<file path="src/rtl/descrambler_pkg.sv">
// Shared types and constants for the 802.11a receive descrambler and its LFSR core.
// Tap positions implement x^7 + x^4 + 1 on a left-shifting 7-bit state.
package descrambler_pkg;

   typedef enum logic [1:0] {
      IDLE = 2'd0,
      SEED = 2'd1,
      RUN  = 2'd2
   } state_e;

   localparam int SEED_BITS    = 7;
   localparam int SERVICE_BITS = 16;
   localparam int TAP_HI       = 6;
   localparam int TAP_LO       = 3;

   localparam logic [SEED_BITS-1:0] RESET_SEED = '0;

endpackage

</file>
<file path="src/rtl/descrambler_if.sv">
// Serial bit-stream bundle between the decoder path and the descrambler.
// master drives the scrambled stream, slave is the descrambler.
interface descrambler_if #(
   parameter int LEN_W = 12
) ();

   logic                                  start;
   logic                                  in_dat;
   logic                                  in_vld;
   logic [LEN_W-1:0]                      length;
   logic                                  out_dat;
   logic                                  out_vld;
   logic                                  done;
   logic [descrambler_pkg::SEED_BITS-1:0] seed_out;
   logic                                  service_err;

   modport master (
      output start, in_dat, in_vld, length,
      input  out_dat, out_vld, done, seed_out, service_err
   );

   modport slave (
      input  start, in_dat, in_vld, length,
      output out_dat, out_vld, done, seed_out, service_err
   );

endinterface

</file>
<file path="src/rtl/scrambler_lfsr.sv">
// 7-bit additive scrambler LFSR: when en, shifts in din (load) or its own feedback.
// fb is combinational from the current state; state_nxt previews the post-shift value.
module scrambler_lfsr
   import descrambler_pkg::*;
(
   input  logic                 clk,
   input  logic                 rst_n,
   input  logic                 en,
   input  logic                 load,
   input  logic                 din,
   output logic                 fb,
   output logic [SEED_BITS-1:0] state_nxt
);

   logic [SEED_BITS-1:0] state_q;
   logic [SEED_BITS-1:0] state_d;

   assign fb        = state_q[TAP_HI] ^ state_q[TAP_LO];
   assign state_nxt = state_d;

   always_comb begin
      state_d = state_q;
      if (en) begin
         state_d = {state_q[SEED_BITS-2:0], (load ? din : fb)};
      end
   end

   always_ff @(posedge clk or negedge rst_n) begin
      if (!rst_n) begin
         state_q <= RESET_SEED;
      end else begin
         state_q <= state_d;
      end
   end

endmodule

</file>
<file path="src/rtl/descrambler.sv">
// 802.11a serial descrambler: seeds from SERVICE bits 0..6, then strips x^7+x^4+1; 1-cycle latency.
// No backpressure: in_vld low stalls all state. DESCRAMBLER_SERVICE_CHECK_EN builds the SERVICE error flag.
module descrambler
   import descrambler_pkg::*;
#(
   parameter int LEN_W = 12,
   parameter int CNT_W = 16
) (
   input  logic         clk,
   input  logic         rst_n,
   descrambler_if.slave bus
);

   localparam logic [CNT_W-1:0] SEED_LAST = CNT_W'(SEED_BITS - 1);
   localparam logic [CNT_W-1:0] SVC_END   = CNT_W'(SERVICE_BITS);

   state_e               state_q, state_d;
   logic [CNT_W-1:0]     cnt_q, cnt_d;
   logic [CNT_W-1:0]     total_q, total_d;
   logic [SEED_BITS-1:0] seed_q, seed_d;
   logic                 out_q, out_d;
   logic                 out_vld_q, out_vld_d;
   logic                 done_q, done_d;

   logic [LEN_W-1:0]     len_w;
   logic [CNT_W-1:0]     idx;
   logic                 lfsr_en;
   logic                 lfsr_load;
   logic                 lfsr_fb;
   logic [SEED_BITS-1:0] lfsr_nxt;
   logic                 descr;

   assign len_w = bus.length;
   assign idx   = cnt_q + CNT_W'(1);
   assign descr = bus.in_dat ^ lfsr_fb;

   scrambler_lfsr u_lfsr (
      .clk       (clk),
      .rst_n     (rst_n),
      .en        (lfsr_en),
      .load      (lfsr_load),
      .din       (bus.in_dat),
      .fb        (lfsr_fb),
      .state_nxt (lfsr_nxt)
   );

   always_comb begin
      state_d   = state_q;
      cnt_d     = cnt_q;
      total_d   = total_q;
      seed_d    = seed_q;
      out_d     = 1'b0;
      out_vld_d = 1'b0;
      done_d    = 1'b0;
      lfsr_en   = 1'b0;
      lfsr_load = 1'b0;
      if (bus.in_vld) begin
         // A valid Start always wins, so a mid-frame Start restarts cleanly.
         if (bus.start) begin
            state_d   = SEED;
            cnt_d     = '0;
            total_d   = SVC_END + (CNT_W'(len_w) << 3);
            out_vld_d = 1'b1;
            lfsr_en   = 1'b1;
            lfsr_load = 1'b1;
         end else begin
            case (state_q)
               SEED: begin
                  out_vld_d = 1'b1;
                  lfsr_en   = 1'b1;
                  lfsr_load = 1'b1;
                  cnt_d     = idx;
                  if (idx == SEED_LAST) begin
                     seed_d  = lfsr_nxt;
                     state_d = RUN;
                  end
               end
               RUN: begin
                  out_vld_d = 1'b1;
                  out_d     = descr;
                  lfsr_en   = 1'b1;
                  cnt_d     = idx;
                  if (idx == total_q - CNT_W'(1)) begin
                     done_d  = 1'b1;
                     state_d = IDLE;
                  end
               end
               default: state_d = IDLE;
            endcase
         end
      end
   end

   always_ff @(posedge clk or negedge rst_n) begin
      if (!rst_n) begin
         state_q   <= IDLE;
         cnt_q     <= '0;
         total_q   <= '0;
         seed_q    <= RESET_SEED;
         out_q     <= 1'b0;
         out_vld_q <= 1'b0;
         done_q    <= 1'b0;
      end else begin
         state_q   <= state_d;
         cnt_q     <= cnt_d;
         total_q   <= total_d;
         seed_q    <= seed_d;
         out_q     <= out_d;
         out_vld_q <= out_vld_d;
         done_q    <= done_d;
      end
   end

   assign bus.out_dat  = out_q;
   assign bus.out_vld  = out_vld_q;
   assign bus.done     = done_q;
   assign bus.seed_out = seed_q;

`ifdef DESCRAMBLER_SERVICE_CHECK_EN
   logic err_q, err_d;

   // Sticky within a frame; only a valid Start clears it.
   always_comb begin
      err_d = err_q;
      if (bus.in_vld) begin
         if (bus.start) begin
            err_d = 1'b0;
         end else if (state_q == SEED && idx == SEED_LAST && lfsr_nxt == '0) begin
            err_d = 1'b1;
         end else if (state_q == RUN && idx < SVC_END && descr) begin
            err_d = 1'b1;
         end
      end
   end

   always_ff @(posedge clk or negedge rst_n) begin
      if (!rst_n) begin
         err_q <= 1'b0;
      end else begin
         err_q <= err_d;
      end
   end

   assign bus.service_err = err_q;
`else
   assign bus.service_err = 1'b0;
`endif

endmodule
</file>
<file path="src/flat_wrapper.sv">
// flat-port wrapper written by rule: the top's interface ports become plain ports
module descrambler_flat import descrambler_pkg::*;
#(
   parameter int LEN_W = 12,
   parameter int CNT_W = 16
)
  (clk, rst_n, bus_start, bus_in_dat, bus_in_vld, bus_length, bus_out_dat, bus_out_vld, bus_done, bus_seed_out, bus_service_err);
  descrambler_if #(.LEN_W(LEN_W)) bus_i ();
  input  logic clk;
  input  logic rst_n;
  input wire logic [$bits(bus_i.start)-1:0] bus_start;
  input wire logic [$bits(bus_i.in_dat)-1:0] bus_in_dat;
  input wire logic [$bits(bus_i.in_vld)-1:0] bus_in_vld;
  input wire logic [$bits(bus_i.length)-1:0] bus_length;
  output wire logic [$bits(bus_i.out_dat)-1:0] bus_out_dat;
  output wire logic [$bits(bus_i.out_vld)-1:0] bus_out_vld;
  output wire logic [$bits(bus_i.done)-1:0] bus_done;
  output wire logic [$bits(bus_i.seed_out)-1:0] bus_seed_out;
  output wire logic [$bits(bus_i.service_err)-1:0] bus_service_err;
  assign bus_i.start = bus_start;
  assign bus_i.in_dat = bus_in_dat;
  assign bus_i.in_vld = bus_in_vld;
  assign bus_i.length = bus_length;
  assign bus_out_dat = bus_i.out_dat;
  assign bus_out_vld = bus_i.out_vld;
  assign bus_done = bus_i.done;
  assign bus_seed_out = bus_i.seed_out;
  assign bus_service_err = bus_i.service_err;
  descrambler #(.LEN_W(LEN_W), .CNT_W(CNT_W)) u_core (.clk(clk), .rst_n(rst_n), .bus(bus_i));
endmodule
</file>
<file path="config.mk">
export PLATFORM = sky130hd
export DESIGN_NAME = descrambler_flat
export DESIGN_NICKNAME = d
export VERILOG_FILES = /design/src/rtl/descrambler_pkg.sv /design/src/rtl/descrambler_if.sv /design/src/rtl/scrambler_lfsr.sv /design/src/rtl/descrambler.sv /design/src/flat_wrapper.sv
export SDC_FILE = /design/constraint.sdc
export NUM_CORES = 1
export LEC_CHECK = 0
export BUFFER_PORTS_ARGS = -buffer_cell sky130_fd_sc_hd__buf_2
export CAP_MARGIN = 10
export CORE_AREA = 2 2 62 108
export CTS_CLUSTER_DIAMETER = 40
export DETAILED_ROUTE_END_ITERATION = 7
export DIE_AREA = 0 0 64 110
export GPL_TIMING_DRIVEN = 1
export PLACE_DENSITY = 0.7
export SYNTH_ARGS = -nofsm -noshare
export SYNTH_HDL_FRONTEND = slang
export SYNTH_SLANG_ARGS = --single-unit
</file>
<file path="constraint.sdc">
create_clock -name clk -period 7.5 [get_ports clk]
set_clock_uncertainty 0.1 [all_clocks]
set_input_delay 0.75 -clock clk [delete_from_list [all_inputs] [get_ports clk]]
set_output_delay 0.75 -clock clk [all_outputs]
set_load 0.01 [all_outputs]
</file>
* Yosys cells after proc, flatten, opt, wreduce, memory -nomap -nowiden *
Cells that the tools add are included.
Widths: inputs -> output; s select.

cells by class
  bitwise logic cells = 3
  equality and inequality tests = 6
  reduce and logical (&&, ||, !) cells = 6
  muxes and demuxes = 21
  add/sub/neg operators = 3

operator list
  kind                   count
  $mux 16                2
  $add 16x1->16 const B  1
  $add 5x15->16 const A  1
  $eq 16x16->1           1
  $eq 16x3->1 const B    1
  $sub 16x1->16 const B  1
  $mux 1                 14
  $mux 7                 1
  $mux 2                 3
  $ne 3x2->1 const B     2
  $pmux 2 s2             1
  $reduce_and 2->1       2
  $reduce_and 4->1       1
  $reduce_and 3->1       1
  $eq 2x1->1 const B     1
  $eq 2x2->1 const B     1
  $reduce_bool 2->1      1
  $reduce_or 2->1        1
  $xor 1x1->1            2
  $not 1->1              1

storage, ports and cells
  register bits after elaboration = 51
  output and inout bits = 11
  input port bits = 17
  word-level logic and storage cells = 47

* Depth between registers and ports, before layout *
Gate-level depths: netlist of the first run.

  depth in word-level cells = 6
  gate-level depth with buffers = 10
  mapped depth without buffers = 10

* Hierarchy *
A second synthesis of the first run with hierarchy kept.

unflattened totals
  cells, all modules = 312
  area total of the unflattened synthesis = 3015.4 µm²

by module, submodules not included
  module          times used  cells an instance  seq. area each (µm²)  area an instance (µm²)
  descrambler     1           293                1026.0                2725.1
  scrambler_lfsr  1           19                 175.2                 290.3

* Worst setup path after synthesis of the first run *
OpenSTA, ideal clock, no wires.

  path type = register to register
  start point = register u_core.cnt_q[0]
  end point = register u_core.seed_q[0] (netlist: u_core.bus.seed_out[0])
  setup slack = 4.822 ns
  arrival time = 2.453 ns
  cell stages (with the launch flop) = 10
  buffers on the path = 1
  library setup time = 0.125 ns
  data required time = 7.275 ns
  clock period less this slack = 2.678 ns
  cell sequence = dfrtp_1 > ha_1 > nand3_2 > or4_1 > buf_2 > nor2_1 > a22oi_1 > a2111oi_4 > nand3_4 > mux2_2

on the way
  cells in the longest elaborated chain, start to end = 3

ends and longest elaborated chain
  what                               line                RTL
  from (decl)                        descrambler.sv:18   logic [CNT_W-1:0] cnt_q, cnt_d;
  from (signal assigned)             descrambler.sv:105  cnt_q <= cnt_d;
  $add 16x1->16                      descrambler.sv:34   assign idx = cnt_q + CNT_W'(1);
  $eq 16x3->1                        descrambler.sv:73   if (idx == SEED_LAST) begin
  $reduce_and 4->1 (no source line)  -
  to (signal assigned)               descrambler.sv:99   seed_q <= RESET_SEED;
  to (signal assigned)               descrambler.sv:107  seed_q <= seed_d;
  to (decl)                          descrambler.sv:20   logic [SEED_BITS-1:0] seed_q, seed_d;

Every way passes these cells.
A chain may end at the register's enable or synchronous reset.

* Final worst setup path of the first run *
  start point = register u_core.cnt_q[0]
  end point = register u_core.seed_q[6] (netlist: u_core.bus.seed_out[6])

The elaborated chain is that of the path after synthesis.

==> results of run 1 <==
==> cells by family (layout without fill, tap and decap cells) <==
logic type | after synthesis | after routing | share of synthesized area [%]
other cells | 1 | 1 | 0.1241
simple gates | 142 | 142 | 23.52
compound gates | 63 | 63 | 13.17
buf+inv | 30 | 46 | 4.224
xor+xnor | 42 | 42 | 12.63
flops | 48 | 48 | 39.75
mux | 10 | 10 | 3.685
fa+ha+maj | 7 | 7 | 2.898
==> per-layer routing <==
metal  vias to the layer above  part of all wire (%)  GRT usage (%)
li1                       1227                     -              -
met1                      1177                    40          22.99
met2                        51                    54          38.69
met3                        14                   3.2          3.553
met4                         0                   3.0          10.56
met5                         -                     0              0
==> flip-flops by register name, indices dropped and copies added (netlist names) <==
| register | count |
|---|---|
| u_core.state_q | 2 |
| u_core.bus.out_dat | 1 |
| u_core.bus.seed_out | 7 |
| u_core.bus.done | 1 |
| u_core.bus.out_vld | 1 |
| u_core.u_lfsr.state_q | 7 |
| u_core.cnt_q | 16 |
| u_core.total_q | 13 |
==> final timing paths <==
| path | endpoint | slack [ns] | cells after the start |
|---|---|---|---|
| worst max-delay path | u_core.bus.seed_out[6] | 4.54 | 8 |
| worst min-delay path | u_core.total_q[15] | 0.41 | 2 |
| worst max register to register | u_core.bus.seed_out[6] | 4.54 | 8 |
| worst min register to register | u_core.total_q[15] | 0.41 | 2 |
| max in group asynchronous | u_core.total_q[3] | 6.13 | 1 |
| min in group asynchronous | u_core.bus.seed_out[1] | 0.49 | 1 |
==> power by group <==
part / leakage (nW) / switching (W) / internal, W
Sequential: 0.637 / 0.0000315 / 0.000293
Combinational: 0.807 / 0.0000889 / 0.0000625
Clock: 0.0479 / 0.0000896 / 0.0000651
Total: 1.49 / 0.000210 / 0.000421
==> worst register-to-register path: cells and delay by family (launching register included) <==
family / cells / cell delay (ns)
simple gates: 4 / 1.12
mux: 1 / 0.32
fa+ha+maj: 1 / 0.30
compound gates: 2 / 0.55
flops: 1 / 0.46
==> synthesized netlist by cell type, drive strengths merged, types with 8 or more instances <==
master / count / share of area (%)
nand2: 54 / 6.7
inv: 10 / 1.2
buf: 9 / 1.6
xnor2: 23 / 6.7
dfrtp: 48 / 40
clkbuf: 10 / 1.3
and3: 12 / 2.5
nand3: 18 / 3.6
nor2: 21 / 2.6
xor2: 18 / 5.2
mux2: 9 / 3.4
nor3: 8 / 1.3
o31ai: 9 / 2.2
o21ai: 38 / 6.3
==> cell usage in the layout (no fill, tap or decap), drive strengths merged, types with 2 or more instances in the layout <==
cell type and count:
mux2 9, clkinv 4, nor2 21, nand4 5, a31oi 3, o21ai 38
and2 2, dfrtp 48, o21bai 2, xnor2 23, or3 5, ha 7
nand2 54, nand2b 2, nor4 5, buf 27, xor2 18, o41ai 2
or4 4, and3 12, nor3 8, o31ai 9, nand3 18, clkbuf 5
inv 10
==> stage by stage <==
| step | utilization [%] | hold slack, ns | instances | total power, W |
|---|---|---|---|---|
| 6_report | 53.16 | 0.4055 | 439 | 0.0006309 |
| 5_1_grt | 53.16 | 0.4389 | 439 | 0.0006719 |
| 4_1_cts | 53.16 | 0.4051 | 439 | 0.0006358 |
| 3_5_place_dp | 51.73 | 0.3844 | 431 | 0.0004824 |
| 3_3_place_gp | 51.73 | 0.3798 | 431 | 0.0004760 |
| 2_1_floorplan | - | 0.3544 | 343 | 0.0004332 |
==> cell type report <==
type	count	area, sq um
fillers	588	2873
multi-input cells	265	1693
flip-flops and latches	48	1201
repair buffers	27	137.6
well taps	80	100.1
clock buffers	5	68.82
inverters	11	41.29
clock inverters	3	18.77
==> results.sh, run 1 <==
export IMPL_postLayoutSetupSlackWorst_ns=4.537
export IMPL_run_status="completed"
export IMPL_cts_hold_buffers_added=0
export IMPL_r2r_start="u_core.cnt_q[0]"
export IMPL_synth_warnings=0
export IMPL_wire_length_of_the_first_global_routing_pass_um=11410
export IMPL_clock_fmax_mhz=337.5
export IMPL_grt_antenna_before_repair=0
export IMPL_floorplan_rows=38
export IMPL_num_io_pins=28
export IMPL_syn_nets=367
export IMPL_timing_worst_setup_path_type="flip-flop to flip-flop"
export IMPL_place_worst_setup_slack_ns=4.562
export IMPL_synth_edff_count=0
export IMPL_core_area_sq_um=6133
export IMPL_arr_time_crit_path_ns=3.06
export IMPL_grt_util_all_layers_pct=21.04
export IMPL_cpMaxStageDelayCell="sky130_fd_sc_hd__or4_1"
export IMPL_setup_worst_path_start_class="flip-flop"
export IMPL_worstPathMaxFanout=8
export IMPL_worstPathCellList="ha_1 > nand3_2 > or4_1 > nor2_1 > a22oi_1 > a2111oi_4 > nand3_4 > mux2_2"
export IMPL_grt_pass1_vias=2462
export IMPL_skew_pair_late_insertion_delay_ns=0.32
export IMPL_worst_setup_startpoint="u_core.cnt_q[0]"
export IMPL_grt_remaining_overflow=0
export IMPL_relative_max_transition_margin_pct=30.00
export IMPL_hold_class="flip-flop to flip-flop"
export IMPL_final_min_period_over_clock_period_pct=39.51
export IMPL_syn_instance_count=343
export IMPL_slew_viol_final=0
export IMPL_min_period_ns=2.963
export IMPL_detail_route_antenna_nets=0
export IMPL_setup_tns_final_ns=0
export IMPL_total_leakage_power_nw=1.492
export IMPL_clock_root_buffer="sky130_fd_sc_hd__clkbuf_8"
export IMPL_final_area_sq_um=3261
export IMPL_final_layout_size_suffix_gt1_share_pct=13.65
export IMPL_crit_buf_inv=0
export IMPL_cts_htree_levels=2
export IMPL_synth_avg_cell_area_sq_um=8.809
export IMPL_ys_ff_latch=48
export IMPL_clockBufferDepth=2
export IMPL_drtPass1Iterations=4
export IMPL_worst_vdd_rail_ir_drop_uv=199.1
export IMPL_dp_final_hpwl_um=5045
export IMPL_final_setup_violating_endpoints=0
export IMPL_drt_total_wl_um=6703
export IMPL_worst_slew_pin_transition_ns=1.050
export IMPL_yosysSeqAreaShare_pct=39.75
export IMPL_critical_path_endpoint_type="flip-flop"
export IMPL_place_congestion=0.8404
export IMPL_timing_critical_path_max_delay_family="simple AND/OR/NAND/NOR gates"
export IMPL_critPathRequiredTime_ns=7.60
export IMPL_cts_sinks=48
export IMPL_setup_repair_after_global_routing_missed_its_margin="no"
export IMPL_synth_lib_cells_used_distinct=48
export IMPL_avgRoutedWirePerCell_um=15.27
export IMPL_synthArstFlopShare_pct=100.0
export IMPL_synth_ff_type="sky130_fd_sc_hd__dfrtp_1"
export IMPL_cts_made_buffers=5
export IMPL_critical_path_max_stage_delay_ns=0.64
export IMPL_start_util_pct=49.27
export IMPL_chipWidth_um=64
export IMPL_port_buffer_count=26
export IMPL_power_density_cell_area_nw_per_um2=193.5
export IMPL_syn_to_final_growth_pct=7.909
export IMPL_cell_area_placed_sq_um=3173
export IMPL_vias=2469
export IMPL_grt_start_max_net_pins=49
export IMPL_fp_dieArea_sq_um=7040
export IMPL_floorplan_die_height_um=110
export IMPL_cts_resized_gates=0
export IMPL_drt_iter0_markers=94
export IMPL_antennaDiodeCount=0
export IMPL_holdCritStartpoint="u_core.total_q[15]"
export IMPL_clkTransAtPathRegs_ns=0.09
export IMPL_report_final_hold_viol_count=0
export IMPL_vias_per_cell=5.624
export IMPL_post_cts_repair_setup_buffers=0
export IMPL_tritoncts_clock_tree="built"
export IMPL_drcViolationCount=0
export IMPL_max_cap_violations=0
export IMPL_num_nets_final=382
export IMPL_netlist_area_pre_place_sq_um=3022
Note: power is estimated with default switching activity, not from simulation.
==> run 2: changes to the inputs <==
clock period = 2.95 ns   (was 7.5 ns; I/O delays follow)
==> results.sh, run 2 (synthesis gave the netlist of run 1 again) <==
export IMPL_grt_remaining_overflow=0
export IMPL_clockBufferDepth=2
export IMPL_critical_path_endpoint_type="flip-flop"
export IMPL_setup_reg_to_reg_worst_slack_ns=0.19
export IMPL_postLayoutSetupSlackWorst_ns=0.1896
export IMPL_hold_class="input pin to asynchronous set/reset pin"
export IMPL_setup_worst_path_start_class="flip-flop"
export IMPL_grt_start_max_net_pins=49
export IMPL_clock_root_buffer="sky130_fd_sc_hd__clkbuf_8"
export IMPL_start_util_pct=49.27
export IMPL_place_worst_setup_slack_ns=0.1219
export IMPL_skew_pair_late_insertion_delay_ns=0.32
export IMPL_drt_iter0_markers=76
export IMPL_clock_fmax_mhz=362.3
export IMPL_layout_common_cells="sky130_fd_sc_hd__nand2_1, sky130_fd_sc_hd__dfrtp_1, sky130_fd_sc_hd__o21ai_0, sky130_fd_sc_hd__buf_2, sky130_fd_sc_hd__xnor2_1"
export IMPL_dp_final_hpwl_um=5226
export IMPL_drcViolationCount=0
export IMPL_worstPathMaxFanout=8
export IMPL_largest_registers="u_core.cnt_q (16), u_core.total_q (13)"
export IMPL_commonest_non_fill_non_tap_cell_in_the_layout="sky130_fd_sc_hd__nand2_1"
export IMPL_total_power_consumption_of_the_routed_design_w=0.001607
export IMPL_syn_to_final_growth_pct=10.06
export IMPL_multiInputGateArea_sq_um=1695
export IMPL_final_min_period_over_clock_period_pct=93.57
export IMPL_arr_time_crit_path_ns=2.86
export IMPL_switching_share_of_total_power_pct=33.51
export IMPL_worst_slew_pin_transition_ns=1.045
export IMPL_tritoncts_clock_tree="built"
export IMPL_critPathRequiredTime_ns=3.05
export IMPL_chipWidth_um=64
export IMPL_setup_repair_after_global_routing_missed_its_margin="no"
export IMPL_cts_htree_levels=2
export IMPL_num_io_pins=28
export IMPL_worst_vdd_rail_ir_drop_uv=346.8
export IMPL_grt_antenna_before_repair=0
export IMPL_globalRouteMet3Util_pct=3.452
export IMPL_timing_worst_setup_path_type="flip-flop to flip-flop"
export IMPL_drt_total_wl_um=6860
export IMPL_num_nets_final=391
export IMPL_total_leakage_power_nw=1.526
export IMPL_port_buffer_count=26
export IMPL_antennaDiodeCount=0
export IMPL_flip_flop_count_of_the_largest_register_after_layout=16
export IMPL_gr_usage_met2_pct=39.29
export IMPL_layout_filler_cells=596
export IMPL_report_final_hold_viol_count=0
export IMPL_cts_sinks=48
export IMPL_max_cap_violations=0
export IMPL_grt_util_all_layers_pct=21.30
export IMPL_power_density_cell_area_nw_per_um2=483.2
export IMPL_drtPass1Iterations=4
export IMPL_grt_met1_usage_pct=23.91
export IMPL_core_area_sq_um=6133
export IMPL_grt_pass1_vias=2412
export IMPL_netSwitchingPower_w=0.0005386
export IMPL_final_area_sq_um=3326
export IMPL_top_usage_layer="met2"
export IMPL_post_cts_repair_setup_buffers=0
export IMPL_registers_top_by_ff_count="u_core.cnt_q"
export IMPL_final_layout_size_suffix_gt1_share_pct=16.08
export IMPL_cts_made_buffers=5
export IMPL_detail_route_antenna_nets=0
export IMPL_vias_per_cell=5.624
export IMPL_floorplan_die_height_um=110
export IMPL_clkTransAtPathRegs_ns=0.09
export IMPL_floorplan_rows=38
export IMPL_r2r_worst_path_cells=8
export IMPL_setup_tns_final_ns=0
export IMPL_pwr_share_comb_pct=24.2
export IMPL_run_status="completed"
export IMPL_cell_area_placed_sq_um=3241
export IMPL_layout_area_seq_sq_um=1202
export IMPL_avgRoutedWirePerCell_um=15.35
export IMPL_clock_power_share_pct=24.3
export IMPL_place_congestion=0.8220
export IMPL_intPower_w=0.001069
export IMPL_relative_max_transition_margin_pct=30.35
export IMPL_vias=2514
export IMPL_regToRegEndpoint="u_core.bus.seed_out[4]"
export IMPL_fp_dieArea_sq_um=7040
export IMPL_slew_viol_final=0
export IMPL_wire_length_of_the_first_global_routing_pass_um=11430
export IMPL_min_period_ns=2.760
export IMPL_final_setup_violating_endpoints=0
export IMPL_cts_resized_gates=0
export IMPL_sequentialPowerShare_pct=51.5
export IMPL_cts_hold_buffers_added=0
export IMPL_timing_hold_ws_ns=0.05008
export IMPL_r2r_start="u_core.cnt_q[0]"
==> run 2: changes by cell type in the layout (fill, tap and decap cells not counted) <==
cell / previous run / this run
sky130_fd_sc_hd__buf_4: 1 / 10
sky130_fd_sc_hd__clkinv_2: 2 / 1
sky130_fd_sc_hd__clkinv_4: 1 / 0
sky130_fd_sc_hd__clkinvlp_4: 0 / 1
sky130_fd_sc_hd__dfrtp_1: 48 / 47
sky130_fd_sc_hd__dfrtp_2: 0 / 1
sky130_fd_sc_hd__ha_1: 7 / 6
sky130_fd_sc_hd__ha_2: 0 / 1
==> run 2: worst max path at each step <==
stage	start	end	slack, ns
2_1_floorplan	u_core.cnt_q[0]	u_core.bus.seed_out[0]	0.27
5_1_grt	u_core.total_q[5]	u_core.state_q[0]	0.02
3_3_place_gp	u_core.cnt_q[0]	u_core.bus.seed_out[5]	0.18
4_1_cts	u_core.cnt_q[0]	u_core.bus.seed_out[4]	0.11
6_report	u_core.cnt_q[0]	u_core.bus.seed_out[4]	0.19
3_5_place_dp	u_core.cnt_q[0]	u_core.state_q[1]	0.12
==> run 2: metrics by stage <==
step | cells | utilization (%)
after global placement | 440 | 52.84
final | 447 | 54.22
after CTS | 447 | 54.16
after global routing | 447 | 54.22
after detailed placement | 440 | 52.84
after floorplan | 343 | -
==> run 2: area by class of cell <==
class	instances	area share [%]
Clock inverter	2	0.3762
Multi-Input combinational cell	265	50.98
Timing Repair Buffer	36	6.170
Tap cell	80	3.010
Sequential cell	48	36.15
Inverter	11	1.242
Clock buffer	5	2.069
==> run 2: power groups by stage <==
stage / clock (W) / combinational [W] / sequential (W)
2_1_floorplan: 0 / 0.000277 / 0.000824
3_5_place_dp: 0 / 0.000389 / 0.000839
6_report: 0.000391 / 0.000388 / 0.000827
5_1_grt: 0.000422 / 0.000445 / 0.000844
3_3_place_gp: 0 / 0.000378 / 0.000834
4_1_cts: 0.000398 / 0.000390 / 0.000827
==> run 2: metal layers <==
layer	part of all wire, %	routed length (um)	vias to the layer above
met5	0	0	-
met4	2.6	180	0
met3	3.1	215	15
met2	54	3722	57
met1	40	2742	1205
li1	-	-	1237
==> run 2: critical path, stage by stage, from the launching register on <==
cell and delay, ns:
sky130_fd_sc_hd__dfrtp_2 0.43, sky130_fd_sc_hd__ha_2 0.24, sky130_fd_sc_hd__nand3_2 0.13, sky130_fd_sc_hd__or4_1 0.55, sky130_fd_sc_hd__nor2_1 0.13, sky130_fd_sc_hd__a22oi_1 0.12
sky130_fd_sc_hd__a2111oi_4 0.43, sky130_fd_sc_hd__nand3_4 0.19, sky130_fd_sc_hd__mux2_2 0.32
